$ cat src/rtl/ad574_seq.sv
`default_nettype none
// ============================================================================
// Module   : ad574_seq
// Purpose  : Periodic conversion sequencer for an AD574-style 12-bit ADC.
//            A free-running tick (IN_CLK_FREQ/SAMPLE_RATE) launches a start
//            strobe. The sequencer then waits for STS to fall and reads the
//            result over a 12-bit bus, or over an 8-bit bus as two bytes.
//            The result is presented on a valid/ready handshake.
// Ports    : clk, rst (async, active-high)
//            enable_i      - run periodic conversions
//            short_cycle_i - 8-bit conversion, sampled at each start strobe
//            data_o/data_valid_o/data_ready_i - result handshake (MSB aligned)
//            overrun_o     - sticky, an unaccepted result was overwritten
//            timeout_o     - one-cycle pulse, STS never fell
//            busy_o        - sequencer is inside a conversion
//            ao_o, s12_8n_o, ce_o, rcn_o - ADC control pins
//            sts_i, db_i   - ADC status and data bus
// Options  : `define AD574_SEQ_AVG_EN to deliver the mean of every four
//            successful conversions instead of each conversion.
// Revision : 1.0 - initial release
// ============================================================================
module ad574_seq #(
  parameter int IN_CLK_FREQ     = 100_000_000,
  parameter int SAMPLE_RATE     = 100_000,
  parameter int BUS_WIDTH       = 12,
  parameter int T_PULSE_CYC     = 4,
  parameter int STS_TIMEOUT_CYC = 4000
) (
  input  logic                 clk,
  input  logic                 rst,
  input  logic                 enable_i,
  input  logic                 short_cycle_i,
  output logic [11:0]          data_o,
  output logic                 data_valid_o,
  input  logic                 data_ready_i,
  output logic                 overrun_o,
  output logic                 timeout_o,
  output logic                 busy_o,
  output logic                 ao_o,
  output logic                 s12_8n_o,
  output logic                 ce_o,
  output logic                 rcn_o,
  input  logic                 sts_i,
  input  logic [BUS_WIDTH-1:0] db_i
);

  localparam int c_div   = IN_CLK_FREQ / SAMPLE_RATE;
  localparam int c_div_w = $clog2(c_div);
  localparam int c_ph_w  = $clog2(T_PULSE_CYC + 1);
  localparam int c_tmo_w = $clog2(STS_TIMEOUT_CYC + 1);

  localparam logic [c_div_w-1:0] c_div_last = c_div_w'(c_div - 1);
  localparam logic [c_ph_w-1:0]  c_ph_cap   = c_ph_w'(T_PULSE_CYC - 1);
  localparam logic [c_ph_w-1:0]  c_ph_end   = c_ph_w'(T_PULSE_CYC);
  localparam logic [c_tmo_w-1:0] c_tmo_max  = c_tmo_w'(STS_TIMEOUT_CYC);

  typedef enum logic [2:0] {
    S_IDLE      = 3'd0,
    S_WAIT_TICK = 3'd1,
    S_START     = 3'd2,
    S_CONV      = 3'd3,
    S_READ_HI   = 3'd4,
    S_READ_LO   = 3'd5,
    S_DONE      = 3'd6
  } state_t;

  state_t               state_q, state_d;
  logic [c_ph_w-1:0]    ph_q, ph_d;
  logic [c_tmo_w-1:0]   tmo_q, tmo_d;
  logic                 seen_q, seen_d;
  logic                 sc_q, sc_d;
  logic                 timeout_q, timeout_d;

  logic [c_div_w-1:0]   cnt_q;
  logic                 tick_q;
  logic                 sts_meta_q, sts_sync_q;

  logic [BUS_WIDTH-1:0] hi_q;
  logic [11:0]          data_q;
  logic                 valid_q;
  logic                 overrun_q;

  logic                 w_cap_hi;
  logic                 w_cap_lo;
  logic                 w_done;
  logic                 w_two_reads;
  logic [11:0]          w_result;
  logic                 w_load;
  logic [11:0]          w_load_data;

  // --------------------------------------------------------------------------
  // Sample-rate tick: count wraps every c_div cycles, tick_q marks count == 0.
  // --------------------------------------------------------------------------
  always_ff @(posedge clk or posedge rst) begin
    if (rst) begin
      cnt_q  <= '0;
      tick_q <= 1'b0;
    end else if (!enable_i) begin
      cnt_q  <= '0;
      tick_q <= 1'b0;
    end else begin
      cnt_q  <= (cnt_q == c_div_last) ? '0 : cnt_q + 1'b1;
      tick_q <= (cnt_q == c_div_last);
    end
  end

  // STS comes from the ADC clock domain; two-flop synchroniser.
  always_ff @(posedge clk or posedge rst) begin
    if (rst) begin
      sts_meta_q <= 1'b0;
      sts_sync_q <= 1'b0;
    end else begin
      sts_meta_q <= sts_i;
      sts_sync_q <= sts_meta_q;
    end
  end

  // --------------------------------------------------------------------------
  // Sequencer state register
  // --------------------------------------------------------------------------
  always_ff @(posedge clk or posedge rst) begin
    if (rst) begin
      state_q   <= S_IDLE;
      ph_q      <= '0;
      tmo_q     <= '0;
      seen_q    <= 1'b0;
      sc_q      <= 1'b0;
      timeout_q <= 1'b0;
    end else begin
      state_q   <= state_d;
      ph_q      <= ph_d;
      tmo_q     <= tmo_d;
      seen_q    <= seen_d;
      sc_q      <= sc_d;
      timeout_q <= timeout_d;
    end
  end

  // Second byte read is only needed for a full conversion on the 8-bit bus.
  assign w_two_reads = (BUS_WIDTH == 8) && !sc_q;

  // --------------------------------------------------------------------------
  // Next state and pin decode. Read states last T_PULSE_CYC + 1 cycles so
  // CE drops for one cycle before the following strobe.
  // --------------------------------------------------------------------------
  always_comb begin
    state_d   = state_q;
    ph_d      = ph_q;
    tmo_d     = tmo_q;
    seen_d    = seen_q;
    sc_d      = sc_q;
    timeout_d = 1'b0;
    ce_o      = 1'b0;
    rcn_o     = 1'b1;
    ao_o      = 1'b0;
    w_cap_hi  = 1'b0;
    w_cap_lo  = 1'b0;
    w_done    = 1'b0;

    case (state_q)
      S_IDLE: begin
        if (enable_i) state_d = S_WAIT_TICK;
      end

      S_WAIT_TICK: begin
        if (!enable_i) begin
          state_d = S_IDLE;
        end else if (tick_q) begin
          state_d = S_START;
          ph_d    = '0;
          sc_d    = short_cycle_i;
        end
      end

      S_START: begin
        ce_o  = 1'b1;
        rcn_o = 1'b0;
        ao_o  = sc_q;
        if (ph_q == c_ph_cap) begin
          state_d = S_CONV;
          ph_d    = '0;
          tmo_d   = '0;
          seen_d  = 1'b0;
        end else begin
          ph_d = ph_q + 1'b1;
        end
      end

      S_CONV: begin
        // End of conversion is a falling STS only after it was seen high,
        // so a stale low from before the start strobe is not mistaken for it.
        if (seen_q && !sts_sync_q) begin
          state_d = S_READ_HI;
          ph_d    = '0;
        end else if (tmo_q >= c_tmo_max) begin
          state_d   = S_WAIT_TICK;
          timeout_d = 1'b1;
        end else begin
          tmo_d = tmo_q + 1'b1;
          if (sts_sync_q) seen_d = 1'b1;
        end
      end

      S_READ_HI: begin
        ce_o     = (ph_q < c_ph_end);
        w_cap_hi = (ph_q == c_ph_cap);
        if (ph_q == c_ph_end) begin
          state_d = w_two_reads ? S_READ_LO : S_DONE;
          ph_d    = '0;
        end else begin
          ph_d = ph_q + 1'b1;
        end
      end

      S_READ_LO: begin
        ce_o     = (ph_q < c_ph_end);
        ao_o     = 1'b1;
        w_cap_lo = (ph_q == c_ph_cap);
        if (ph_q == c_ph_end) begin
          state_d = S_DONE;
          ph_d    = '0;
        end else begin
          ph_d = ph_q + 1'b1;
        end
      end

      S_DONE: begin
        w_done  = 1'b1;
        state_d = enable_i ? S_WAIT_TICK : S_IDLE;
      end

      default: begin
        state_d = S_IDLE;
      end
    endcase
  end

  // --------------------------------------------------------------------------
  // Bus-width specific capture and result assembly
  // --------------------------------------------------------------------------
  generate
    if (BUS_WIDTH == 8) begin : g_bus8
      logic [3:0] lo_q;

      always_ff @(posedge clk or posedge rst) begin
        if (rst) begin
          lo_q <= '0;
        end else if (w_cap_lo) begin
          lo_q <= db_i[7:4];
        end
      end

      assign s12_8n_o = 1'b0;
      assign w_result = {hi_q[7:0], (sc_q ? 4'h0 : lo_q)};
    end else begin : g_bus12
      logic w_unused_cap_lo;
      assign w_unused_cap_lo = w_cap_lo;

      assign s12_8n_o = 1'b1;
      assign w_result = {hi_q[11:4], (sc_q ? 4'h0 : hi_q[3:0])};
    end
  endgenerate

  // --------------------------------------------------------------------------
  // Result selection: direct, or mean of four conversions
  // --------------------------------------------------------------------------
`ifdef AD574_SEQ_AVG_EN
  logic [13:0] acc_q;
  logic [1:0]  avg_cnt_q;
  logic [13:0] w_sum;

  assign w_sum       = acc_q + {2'b00, w_result};
  assign w_load      = w_done && (avg_cnt_q == 2'd3);
  assign w_load_data = w_sum[13:2];

  always_ff @(posedge clk or posedge rst) begin
    if (rst) begin
      acc_q     <= '0;
      avg_cnt_q <= '0;
    end else if (w_done) begin
      if (avg_cnt_q == 2'd3) begin
        acc_q     <= '0;
        avg_cnt_q <= '0;
      end else begin
        acc_q     <= w_sum;
        avg_cnt_q <= avg_cnt_q + 2'd1;
      end
    end
  end
`else
  assign w_load      = w_done;
  assign w_load_data = w_result;
`endif

  // --------------------------------------------------------------------------
  // Output register and handshake. A load wins over an accept in the same
  // cycle, so valid stays high; overrun only when the old value was dropped.
  // --------------------------------------------------------------------------
  always_ff @(posedge clk or posedge rst) begin
    if (rst) begin
      hi_q      <= '0;
      data_q    <= '0;
      valid_q   <= 1'b0;
      overrun_q <= 1'b0;
    end else begin
      if (w_cap_hi) hi_q <= db_i;
      if (w_load) begin
        data_q  <= w_load_data;
        valid_q <= 1'b1;
        if (valid_q && !data_ready_i) overrun_q <= 1'b1;
      end else if (valid_q && data_ready_i) begin
        valid_q <= 1'b0;
      end
    end
  end

  assign data_o       = data_q;
  assign data_valid_o = valid_q;
  assign overrun_o    = overrun_q;
  assign timeout_o    = timeout_q;
  assign busy_o       = (state_q != S_IDLE) && (state_q != S_WAIT_TICK);

endmodule
`default_nettype wire
$ cat config.mk
export PLATFORM = sky130hd
export DESIGN_NAME = ad574_seq
export DESIGN_NICKNAME = d
export VERILOG_FILES = /design/src/rtl/ad574_seq.sv
export SDC_FILE = /design/constraint.sdc
export NUM_CORES = 1
export LEC_CHECK = 0
export BUFFER_PORTS_ARGS = -buffer_cell sky130_fd_sc_hd__buf_2
export CORE_MARGIN = 8
export CORE_UTILIZATION = 59
export CTS_BUF_LIST = sky130_fd_sc_hd__clkbuf_16
export DETAILED_ROUTE_END_ITERATION = 10
export PLACE_DENSITY = 0.81
export SLEW_MARGIN = 20
export SYNTH_ARGS = -nofsm -noshare
export SYNTH_HDL_FRONTEND = slang
export SYNTH_SLANG_ARGS = --single-unit
$ cat constraint.sdc
create_clock -name clk -period 3.8 [get_ports clk]
set_input_delay 0.19 -clock clk [delete_from_list [all_inputs] [get_ports clk]]
set_output_delay 0.19 -clock clk [all_outputs]
set_load 0.02 [all_outputs]
==> metrics.md, run 1 <==
| Metric | Value |
|---|---|
| First-pass GRT wire length | 9850 microns |
| Comb pwr share | under 10% |
| Std-Cell Rows | 25 |
| Hold_buf cts | 2 |
| P_int | 1.29 mW |
| Largest net degree at the start of global routing | 34 |
| Max-slew violations | 0 |
| Sequential share of power | 40.9% |
| Sw frac | 19.3% |
| Worst skew pair latency | 0.33 ns |
| Synth Area in Simple Gates | 19.9% |
| Clk slew on worst S/H paths | roughly 0.050 ns |
| Top cell by count, worst path | ha_1 |
| Startpoint Class | register |
| #FFs+latches synth | 60 |
| Ant diodes | 0 |
| Post-Synth Adder-Cell Area | 3.40% |
| First-pass iteration count of the detailed router | 4 |
| Share of cells above drive strength 1 | between 20 and 30% |
| Multi-input logic area | 1250 sq um |
| NetSw | ~0.31 mW |
| Least-Margin Pin Slew | between 0.9 and 1 ns |
| Routed WL per cell | 16.1 microns |
| Initial antenna violation count | 0 |
| Most common cell in the netlist | dfrtp_1 |
| Clock power frac | 56.8% |
| Setup crit end kind | register |
| CTS buffer count | 9 |
| Gr usage total | 17.3% |
| Synth area leader | dfrtp_1 |
| Routed vias/inst | just under 6 |
| RSZ-0062 raised after global routing | false |
| Post-cts gate resize count | 0 |
| Nets | 319 |
| Total Wirelength | between 5000 and 6000 microns |
| Worst endpoint required time | around 4 ns |
| MaxCap Viol Count | 0 |
| Mux cell area share after synthesis | about a tenth |
| Slowest CP cell | nor3b_2 |
| CTS tree | built |
| Port Buf Inserts | 36 |
| VDD IR-drop max | 0.401 mV |
| Final setup vio count | 0 |
| Grt peak-use layer | met2 |
| Final design area excluding fillers | 3410 sq um |
| Initial Util | 61.1% |
| P per Cell Area | approximately 470 nW/um^2 |
| Met3 Resource Use GR | 6.11% |
| Hpwl dp | ~3900 microns |
| Status | completed |
| Final Core Density | 72.7% |
| Hold Path Class | input port to register |
| CP arrival | 2.33 ns |
| Crit path time final | 2.13 ns |
| Clock root buffer | clkbuf_16 |
| Final Hold Viols | 0 |
| Number of H-tree levels | 3 |
| GPL Wtd Cong | 0.859 |
| Synth-to-layout area growth | 19.1% |
| Syn Std Cell Area | 2870 sq um |
| Post-synth EDFFs | 0 |
| Max_slew headroom | a little under two fifths |
| Placeable Area | approximately 4700 sq um |
| Antenna Nets Post-Route | 0 |
| Die width | 85.7 microns |
| Clock sink count | 60 |
| Sequential area share after synthesis | 52.4% |
| GRT overflow | 0 |
| Mapped Nets | 277 |
| Largest cells by area after synthesis | dfrtp_1 52%, mux2_2 8.2%, ha_1 3.1% |
| Post-route setup TNS | 0 ns |
| Post-synthesis compound-gate area fraction | 7.51% |
| Area after DPL | 3060 sq um |
| Number of global-route vias before repair | about 2,100 |
| Ys async rst share | 100% |
| WS Path Type | register to register |
| Post-route clock skew | 0.00402 ns |
| CP max FO | 12 |
| Post-CTS Setup Repair Bufs | 0 |
| DRC viols | 0 |
| Yosys top cell area share | 52.4% |
| Fin crit share | 56.0% |
| Synthesized area per cell | 11.4 sq um |
| Die footprint | 7340 sq um |
| Initial drt markers | 81 |
| Synth Instances | 252 |
| FMAX | 470 MHz |
| YS warnings | 0 |
| Max incr delay on CP | between 0.7 and 0.8 ns |
| XOR/XNOR Fraction of Synth Area | between 2 and 2.5% |
| Fillers | 340 |
| Post-synth top cells | 60 x dfrtp_1, 22 x nand2_1, 21 x mux2_2, 13 x inv_1, 13 x nor2_1 |
| Register Area | around 1500 sq um |
| Yosys cell types | 52 |
| Routed via count | 2,049 |
| Worst-path cell chain | ha_1 > ha_1 > nor3b_2 > mux2_2 |
| M1 GR Usage | around a fifth |
| Predominant post-synthesis flop cell | dfrtp_1 |
| Largest family of logic cells by synthesized area | simple AND/OR/NAND/NOR gates |
| Clock buffer depth | 2 |
| Die H | 85.7 microns |
| Leak | 1.71 nW |
| IO Pins | 38 |
| Met2 Use GR | 28.9% |
[power groups by stage]
stage | clock network [mW] | logic, mW | registers (mW)
2_1_floorplan | 0 | 0.0296 | 0.660
3_3_place_gp | 0 | 0.0373 | 0.665
3_5_place_dp | 0 | 0.0376 | 0.665
4_1_cts | 0.924 | 0.0394 | 0.654
5_1_grt | 0.949 | 0.0446 | 0.655
6_report | 0.909 | 0.0383 | 0.654
[final cells by class]
class,instances,share of cell area (%)
timing repair buffer,40,6.30
multi-input combinational,170,36.5
tap,54,1.98
sequential,60,44.0
clock buffer,9,6.60
clock inverter,7,3.19
inverter,13,1.43
[registers in the layout, summed over array words and instances, names as in the netlist, 3 cells and up]
register and flops:
ph_q 3, cnt_q 10, data_o 12, hi_q 12
tmo_q 12, state_q 3
[critical path, delay by kind of cell, from the launching register on]
family / cells / cell delay, ns
mux: 1 / 0.42
fa+ha+maj: 2 / 0.41
flops: 1 / 0.38
simple gates: 1 / 0.78
[cells by family (layout without fill, tap and decap cells)]
kind of cell | Yosys count | in the layout
compound gates | 33 | 33
xor+xnor | 8 | 8
fa+ha+maj | 8 | 8
buf+inv | 22 | 69
flops | 60 | 60
mux | 26 | 26
other cells | 1 | 1
simple gates | 94 | 94
[routing by layer]
metal / vias up / share of wire [%]
met3: 16 / 4.8
met5: - / 0
met2: 41 / 53
met1: 1015 / 40
li1: 977 / -
met4: 0 / 2.3
[metrics by stage]
| step | hold slack, ns | total power [mW] | cells | setup slack (ns) |
|---|---|---|---|---|
| 2_1_floorplan | 0.221 | 0.690 | 252 | 2.06 |
| 3_3_place_gp | 0.300 | 0.702 | 335 | 1.78 |
| 3_5_place_dp | 0.300 | 0.703 | 335 | 1.74 |
| 4_1_cts | 0.0804 | 1.62 | 353 | 1.67 |
| 5_1_grt | 0.0925 | 1.65 | 353 | 1.57 |
| 6_report | 0.0896 | 1.60 | 353 | 1.67 |
[path summary, 6_finish.rpt]
kind / from / endpoint / slack [ns] / cells after the start
max reg2reg: ph_q[0] / hi_q[7] / 1.67 / 4
min in group asynchronous: rst / tmo_q[6] / 0.52 / 3
min: db_i[9] / hi_q[9] / 0.09 / 2
min reg2reg: sts_meta_q / sts_sync_q / 0.35 / 0
max: ph_q[0] / hi_q[7] / 1.67 / 4
max in group asynchronous: rst / cnt_q[0] / 2.47 / 4
[placed cells by master, fill, tap and decap left out, types with 2 or more instances in the layout]
| cell type | netlist | layout |
|---|---|---|
| nor3_1 | 5 | 5 |
| a21oi_1 | 9 | 9 |
| mux2i_1 | 4 | 4 |
| o31ai_1 | 5 | 5 |
| nor3b_2 | 2 | 2 |
| a221o_1 | 2 | 2 |
| a22o_1 | 2 | 2 |
| mux2_2 | 21 | 21 |
| nand2_1 | 22 | 22 |
| and2_1 | 5 | 5 |
| nor2b_1 | 2 | 2 |
| buf_4 | 3 | 2 |
| clkbuf_16 | 0 | 9 |
| inv_1 | 13 | 15 |
| or2_2 | 3 | 3 |
| ha_1 | 7 | 7 |
| o21ai_0 | 8 | 8 |
| or4_1 | 4 | 4 |
| xor2_1 | 3 | 3 |
| nand3_1 | 5 | 5 |
| nor2_1 | 13 | 13 |
| dlygate4sd3_1 | 0 | 2 |
| buf_2 | 2 | 36 |
| xnor2_1 | 5 | 5 |
| and3_1 | 2 | 2 |
| nand4_1 | 7 | 7 |
| or3_1 | 2 | 2 |
| dfrtp_1 | 60 | 60 |
| bufinv_16 | 0 | 3 |
| and4_1 | 2 | 2 |
| nand2b_1 | 8 | 8 |
Power figures use the tool's default switching activity.
==> run 2, diff against run 1 <==
--- a/config.mk
+++ b/config.mk
@@ -7,10 +7,10 @@
 export LEC_CHECK = 0
 export BUFFER_PORTS_ARGS = -buffer_cell sky130_fd_sc_hd__buf_2
 export CORE_MARGIN = 8
-export CORE_UTILIZATION = 59
+export CORE_UTILIZATION = 57
 export CTS_BUF_LIST = sky130_fd_sc_hd__clkbuf_16
 export DETAILED_ROUTE_END_ITERATION = 10
-export PLACE_DENSITY = 0.81
+export PLACE_DENSITY = 0.79
 export SLEW_MARGIN = 20
 export SYNTH_ARGS = -nofsm -noshare
 export SYNTH_HDL_FRONTEND = slang
==> constraint.sdc (replaced) <==
create_clock -name clk -period 2.1 [get_ports clk]
set_input_delay 0.105 -clock clk [delete_from_list [all_inputs] [get_ports clk]]
set_output_delay 0.105 -clock clk [all_outputs]
set_load 0.02 [all_outputs]
==> run 2 against run 1 <==
Net effect:
- total power is 79% higher
- largest cell class unchanged
- hold slack worse by 0.075 ns
- first-iteration DRC count is 52% higher
- via count is 4.9% lower
- clock power is 77% higher
- setup slack worse by 1.4 ns
- combinational power is 89% higher
- final cell count is 4.8% higher
- non-clock buffer count is 2 higher
- fmax is 15% higher
==> metrics.md, run 2 (synthesized netlist as in run 1, its figures left out) <==
| Metric | Value |
|---|---|
| CP max FO | 9 (was 12) |
| Clock buffer depth | 2 (unchanged) |
| Gr usage total | 16.0% (was 17.3%) |
| WS Path Type | register to register (unchanged) |
| Ant diodes | 0 (unchanged) |
| Crit path time final | 1.86 ns (was 2.13 ns) |
| VDD IR-drop max | 0.547 mV (was 0.401 mV) |
| Beginning of the critical path | ph_q[0] (unchanged) |
| Most frequent cells in the layout | 60 x dfrtp_1, 36 x buf_2, 22 x nand2_1, 21 x mux2_2, 13 x nor2_1 (was 60 x dfrtp_1, 36 x buf_2, 22 x nand2_1, 21 x mux2_2, 15 x inv_1) |
| CTS tree | built (unchanged) |
| Max-slew violations | 0 (unchanged) |
| IO Pins | 38 (unchanged) |
| Post-CTS Setup Repair Bufs | 0 (unchanged) |
| FMAX | 539 MHz (was 470 MHz) |
| P_int | 2.34 mW (was 1.29 mW) |
| Std-Cell Rows | 26 (was 25) |
| First-pass GRT wire length | 9340 microns (was 9850 microns) |
| Die width | 86.9 microns (was 85.7 microns) |
| Routed vias/inst | 5.27 (was 5.80) |
| P per Cell Area | 831 nW/um^2 (was 469 nW/um^2) |
| Final total power | 2.87 mW (was 1.60 mW) |
| Hpwl dp | 3800 microns (was 3870 microns) |
| Initial drt markers | 123 (was 81) |
| GRT overflow | 0 (unchanged) |
| Placeable Area | 4980 sq um (was 4690 sq um) |
| Number of global-route vias before repair | 2,011 (was 2,144) |
| Hold Path Class | input port to register (unchanged) |
| Status | completed (unchanged) |
| Most common cell after layout, fill and taps aside | dfrtp_1 (unchanged) |
| Final design area excluding fillers | 3460 sq um (was 3410 sq um) |
| NetSw | 0.534 mW (was 0.310 mW) |
| Routed WL per cell | 14.4 microns (was 16.1 microns) |
| Largest net degree at the start of global routing | 36 (was 34) |
| Worst skew pair latency | 0.32 ns (was 0.33 ns) |
| RSZ-0062 raised after global routing | false (unchanged) |
| Area after DPL | 3110 sq um (was 3060 sq um) |
| Fillers | 372 (was 340) |
| Clk slew on worst S/H paths | 0.05 ns (about the same) |
| Clock root buffer | clkbuf_16 (unchanged) |
| Number of H-tree levels | 3 (unchanged) |
| MaxCap Viol Count | 0 (unchanged) |
| Post-route setup TNS | 0 ns (unchanged) |
| Die H | 86.9 microns (was 85.7 microns) |
| Max_slew headroom | 62.2% (was 37.7%) |
| Routed via count | 1,949 (was 2,049) |
| Hold_buf cts | 2 (unchanged) |
| Antenna Nets Post-Route | 0 (unchanged) |
| Synth-to-layout area growth | 20.6% (was 19.1%) |
| Sequential share of power | 41.3% (was 40.9%) |
| CTS buffer count | 9 (unchanged) |
| Sw frac | 18.6% (was 19.3%) |
| Total Wirelength | 5330 microns (was 5670 microns) |
| Startpoint Class | register (unchanged) |
| Die footprint | 7550 sq um (was 7340 sq um) |
| Comb pwr share | 2.5% (was 2.4%) |
| Clock sink count | 60 (unchanged) |
| Initial Util | 57.6% (was 61.1%) |
| GPL Wtd Cong | 0.837 (was 0.859) |
| Least-Margin Pin Slew | 0.566 ns (was 0.930 ns) |
| Final Core Density | 69.4% (was 72.7%) |
| DRC viols | 0 (unchanged) |
| Reg2reg start | ph_q[0] (unchanged) |
| Nets | 321 (was 319) |
| CP arrival | 2.06 ns (was 2.33 ns) |
| Clock power frac | 56.2% (was 56.8%) |
| Share of cells above drive strength 1 | 29.3% (was 28.4%) |
| Post-route clock skew | 0.00677 ns (was 0.00402 ns) |
| Final Hold Viols | 0 (unchanged) |
| First-pass iteration count of the detailed router | 4 (unchanged) |
| Port Buf Inserts | 36 (unchanged) |
| Min Hold Slack | 0.0145 ns (was 0.0896 ns) |
| Post-cts gate resize count | 0 (unchanged) |
| Hold path startpoint | db_i[8] (was db_i[9]) |
| Final setup vio count | 0 (unchanged) |
| Setup crit end kind | register (unchanged) |
| Leak | 1.72 nW (was 1.71 nW) |
| Initial antenna violation count | 0 (unchanged) |
| Worst endpoint required time | 2.30 ns (was 4.01 ns) |
| Fin crit share | 88.4% (was 56.0%) |
[run 2: worst paths after layout]
kind / slack, ns / endpoint / depth (start not counted)
hold reg to reg: 0.37 / sts_sync_q / 0
setup reg to reg: 0.24 / state_q[1] / 6
setup / recovery: 0.24 / state_q[1] / 6
min in group asynchronous: 0.39 / tmo_q[6] / 3
max in group asynchronous: 1.14 / ph_q[0] / 4
hold / removal: 0.01 / hi_q[8] / 2
[run 2: routing by layer]
layer	GRT usage (%)	part of all wire (%)	vias up
met4	6.73	1.1	0
met3	5.47	4.9	5
li1	-	-	970
met1	19.1	44	942
met2	25.7	50	32
met5	0	0	-
[run 2: power groups by stage]
stage               Clock [mW]  Sequential, mW  Combinational, mW
finish                    1.61            1.19             0.0725
global route              1.70            1.19             0.0833
CTS                       1.64            1.19             0.0749
floorplan                    0            1.20             0.0536
global placement             0            1.20             0.0694
detailed placement           0            1.20             0.0716
[run 2: critical path: stages (launching register included)]
cell	delay [ns]
dfrtp_1	0.39
ha_1	0.22
ha_1	0.23
or2_2	0.33
nand3_4	0.14
nor2_2	0.07
a221o_1	0.36
[run 2: area by class of cell]
type / instances / area (sq um) / share of cell area (%)
clock buffers: 9 / 225 / 6.52
clock inverters: 6 / 104 / 3.01
inverters: 13 / 48.8 / 1.41
multi-input cells: 170 / 1250 / 36.1
flip-flops and latches: 60 / 1500 / 43.4
well taps: 70 / 87.6 / 2.53
repair buffers: 42 / 243 / 7.02
[run 2: per-stage QoR]
step,instances,worst slack (ns)
2_1_floorplan,252,0.360
3_3_place_gp,353,0.280
3_5_place_dp,353,0.246
4_1_cts,370,0.224
5_1_grt,370,0.0802
6_report,370,0.244
==> run 3, diff against run 2 <==
--- a/config.mk
+++ b/config.mk
@@ -7,10 +7,11 @@
 export LEC_CHECK = 0
 export BUFFER_PORTS_ARGS = -buffer_cell sky130_fd_sc_hd__buf_2
 export CORE_MARGIN = 8
-export CORE_UTILIZATION = 57
+export CORE_UTILIZATION = 55
 export CTS_BUF_LIST = sky130_fd_sc_hd__clkbuf_16
 export DETAILED_ROUTE_END_ITERATION = 10
-export PLACE_DENSITY = 0.79
+export PLACE_DENSITY = 0.77
+export SKIP_CTS_REPAIR_TIMING = 1
 export SLEW_MARGIN = 20
 export SYNTH_ARGS = -nofsm -noshare
 export SYNTH_HDL_FRONTEND = slang
==> run 3 against run 2 <==
Net effect:
- wire length shrank 0.53%
- clock skew shrank 0.0013 ns
- core utilization down 1.8 points
- count of clock-buffer cells in the layout stayed put
- total power down 4.3%
- clock power is 7% lower
- non-clock buffer count did not move
- setup slack lost 0.017 ns
- first-iteration DRC count is 17% lower
- register-to-register slack got worse by 0.02 ns
- fmax shrank 0.89%
- largest cell class unchanged
- largest power group unchanged
==> metrics.md, run 3 (synthesized netlist as in run 1, its figures left out) <==
| Metric | Value |
|---|---|
| Met3 Resource Use GR | 4.88% (was 5.47%) |
| Clk slew on worst S/H paths | 0.05 ns (about the same) |
| Worst path top cell family by delay | flip-flops (was simple AND/OR/NAND/NOR gates) |
| Fin crit share | 89.2% (was 88.4%) |
| Total Wirelength | 5300 microns (was 5330 microns) |
| Comb pwr share | 2.6% (was 2.5%) |
| Startpoint Class | register (unchanged) |
| Max_slew headroom | 54.4% (was 62.2%) |
| P_int | 2.22 mW (was 2.34 mW) |
| Post-route setup TNS | 0 ns (unchanged) |
| First-pass iteration count of the detailed router | 4 (unchanged) |
| CP max FO | 13 (was 9) |
| Final total power | 2.75 mW (was 2.87 mW) |
| Placeable Area | 5070 sq um (was 4980 sq um) |
| P per Cell Area | 801 nW/um^2 (was 831 nW/um^2) |
| Largest net degree at the start of global routing | 33 (was 36) |
| Status | completed (unchanged) |
| MaxCap Viol Count | 0 (unchanged) |
| Synth-to-layout area growth | 19.7% (was 20.6%) |
| Clock root buffer | clkbuf_16 (unchanged) |
| R2r endpoint | state_q[1] (unchanged) |
| Routed via count | 1,978 (was 1,949) |
| Most common cell after layout, fill and taps aside | dfrtp_1 (unchanged) |
| RSZ-0062 raised after global routing | false (unchanged) |
| Ant diodes | 0 (unchanged) |
| Number of global-route vias before repair | 1,996 (was 2,011) |
| Worst endpoint required time | 2.00 ns (was 2.30 ns) |
| CP arrival | 1.77 ns (was 2.06 ns) |
| Sw frac | 19.4% (was 18.6%) |
| Area after DPL | 3110 sq um (unchanged) |
| Port Buf Inserts | 36 (unchanged) |
| Nets | 321 (unchanged) |
| Antenna Nets Post-Route | 0 (unchanged) |
| Reg2Reg Setup Slack | 0.23 ns (was 0.24 ns) |
| Die H | 88.2 microns (was 86.9 microns) |
| GPL Wtd Cong | 0.818 (was 0.837) |
| Worst skew pair latency | 0.32 ns (about the same) |
| Beginning of the critical path | state_q[0] (was ph_q[0]) |
| Cells after DPL | 353 (unchanged) |
| Slowest CP cell | dfrtp_1 (unchanged) |
| FMAX | 534 MHz (was 539 MHz) |
| Reg2reg start | ph_q[0] (unchanged) |
| Clock buffer depth | 2 (unchanged) |
| Std-Cell Rows | 26 (unchanged) |
| Sequential share of power | 43.1% (was 41.3%) |
| Met2 Use GR | 25.1% (was 25.7%) |
| Leak | 1.70 nW (was 1.72 nW) |
| Die width | 88.2 microns (was 86.9 microns) |
| Register Area | 1500 sq um (unchanged) |
| Clock sink count | 60 (unchanged) |
| Final Hold Viols | 0 (unchanged) |
| DRC viols | 0 (unchanged) |
| Grt peak-use layer | met2 (unchanged) |
| Levels on crit path | 4 (was 6) |
| Share of cells above drive strength 1 | 29.0% (was 29.3%) |
| Final design area excluding fillers | 3430 sq um (was 3460 sq um) |
| Initial Util | 56.5% (was 57.6%) |
| Initial antenna violation count | 0 (unchanged) |
| Initial drt markers | 102 (was 123) |
| Final setup vio count | 0 (unchanged) |
| WP buf/inv | 2 (was 0) |
| Routed WL per cell | 14.3 microns (was 14.4 microns) |
| First-pass GRT wire length | 9080 microns (was 9340 microns) |
| GRT overflow | 0 (unchanged) |
| WS Path Type | register to primary output (was register to register) |
| Hold Path Class | input port to register (unchanged) |
| Max incr delay on CP | 0.55 ns (was 0.39 ns) |
| Die footprint | 7780 sq um (was 7550 sq um) |
| CTS buffer count | 9 (unchanged) |
| Number of H-tree levels | 3 (unchanged) |
| Routed vias/inst | 5.35 (was 5.27) |
| Fillers | 407 (was 372) |
| Max-slew violations | 0 (unchanged) |
| Clock power frac | 54.3% (was 56.2%) |
| VDD IR-drop max | 0.536 mV (was 0.547 mV) |
| CTS tree | built (unchanged) |
| Crit path time final | 1.87 ns (was 1.86 ns) |
| Gr usage total | 15.2% (was 16.0%) |
| Setup crit end kind | primary output (was register) |
| Finished Layout Cells | 370 (unchanged) |
| IO Pins | 38 (unchanged) |
| NetSw | 0.533 mW (was 0.534 mW) |
| Hpwl dp | 3800 microns (about the same) |
| M1 GR Usage | 17.8% (was 19.1%) |
| Crit path to | ce_o (was state_q[1]) |
| Multi-input logic area | 1250 sq um (unchanged) |
| Worst-path cell chain | nor3b_2 > inv_1 > o21ai_0 > buf_2 (was ha_1 > ha_1 > or2_2 > nand3_4 > nor2_2 > a221o_1) |
| Least-Margin Pin Slew | 0.683 ns (was 0.566 ns) |
| Post-route clock skew | 0.00551 ns (was 0.00677 ns) |
| Worst r2r path cells | 6 (unchanged) |
| Most frequent cells in the layout | 60 x dfrtp_1, 36 x buf_2, 22 x nand2_1, 21 x mux2_2, 13 x nor2_1 (unchanged) |
## run 3: how the worst min path moves through the flow
stage / start / end / slack (ns) / depth (start not counted)
after floorplan: sts_i / sts_meta_q / 0.14 / 0
after global placement: sts_i / sts_meta_q / 0.23 / 1
after detailed placement: sts_i / sts_meta_q / 0.22 / 1
after CTS: sts_i / sts_meta_q / -0.11 / 1
after global routing: db_i[7] / hi_q[7] / 0.01 / 2
final: db_i[9] / hi_q[9] / 0.01 / 2
## run 3: per-stage QoR
step                utilization [%]  hold WS, ns  worst slack [ns]
floorplan                         -        0.136             0.360
global placement               61.2        0.225             0.273
detailed placement             61.2        0.223             0.236
CTS                            67.2       -0.109             0.225
global route                   67.6       0.0111             0.123
finish                         67.6      0.00995             0.227
## run 3: power by group through the flow
stage / registers (mW) / clock network, mW / logic [mW]
detailed placement: 1.20 / 0 / 0.0712
global route: 1.19 / 1.57 / 0.0832
global placement: 1.20 / 0 / 0.0699
floorplan: 1.20 / 0 / 0.0536
finish: 1.19 / 1.49 / 0.0718
CTS: 1.18 / 1.52 / 0.0714
## run 3: layout make-up
type	instances	area share, %
tap	70	2.55
multi-input combinational	170	36.3
clock inverter	6	2.33
clock buffer	9	6.56
sequential	60	43.7
timing repair buffer	42	7.07
inverter	13	1.42
## run 3: per-layer routing
layer | wire length [microns] | share of wire [%]
met5 | 0 | 0
met2 | 2600 | 49
met4 | 76 | 1.4
met1 | 2350 | 44
met3 | 269 | 5.1
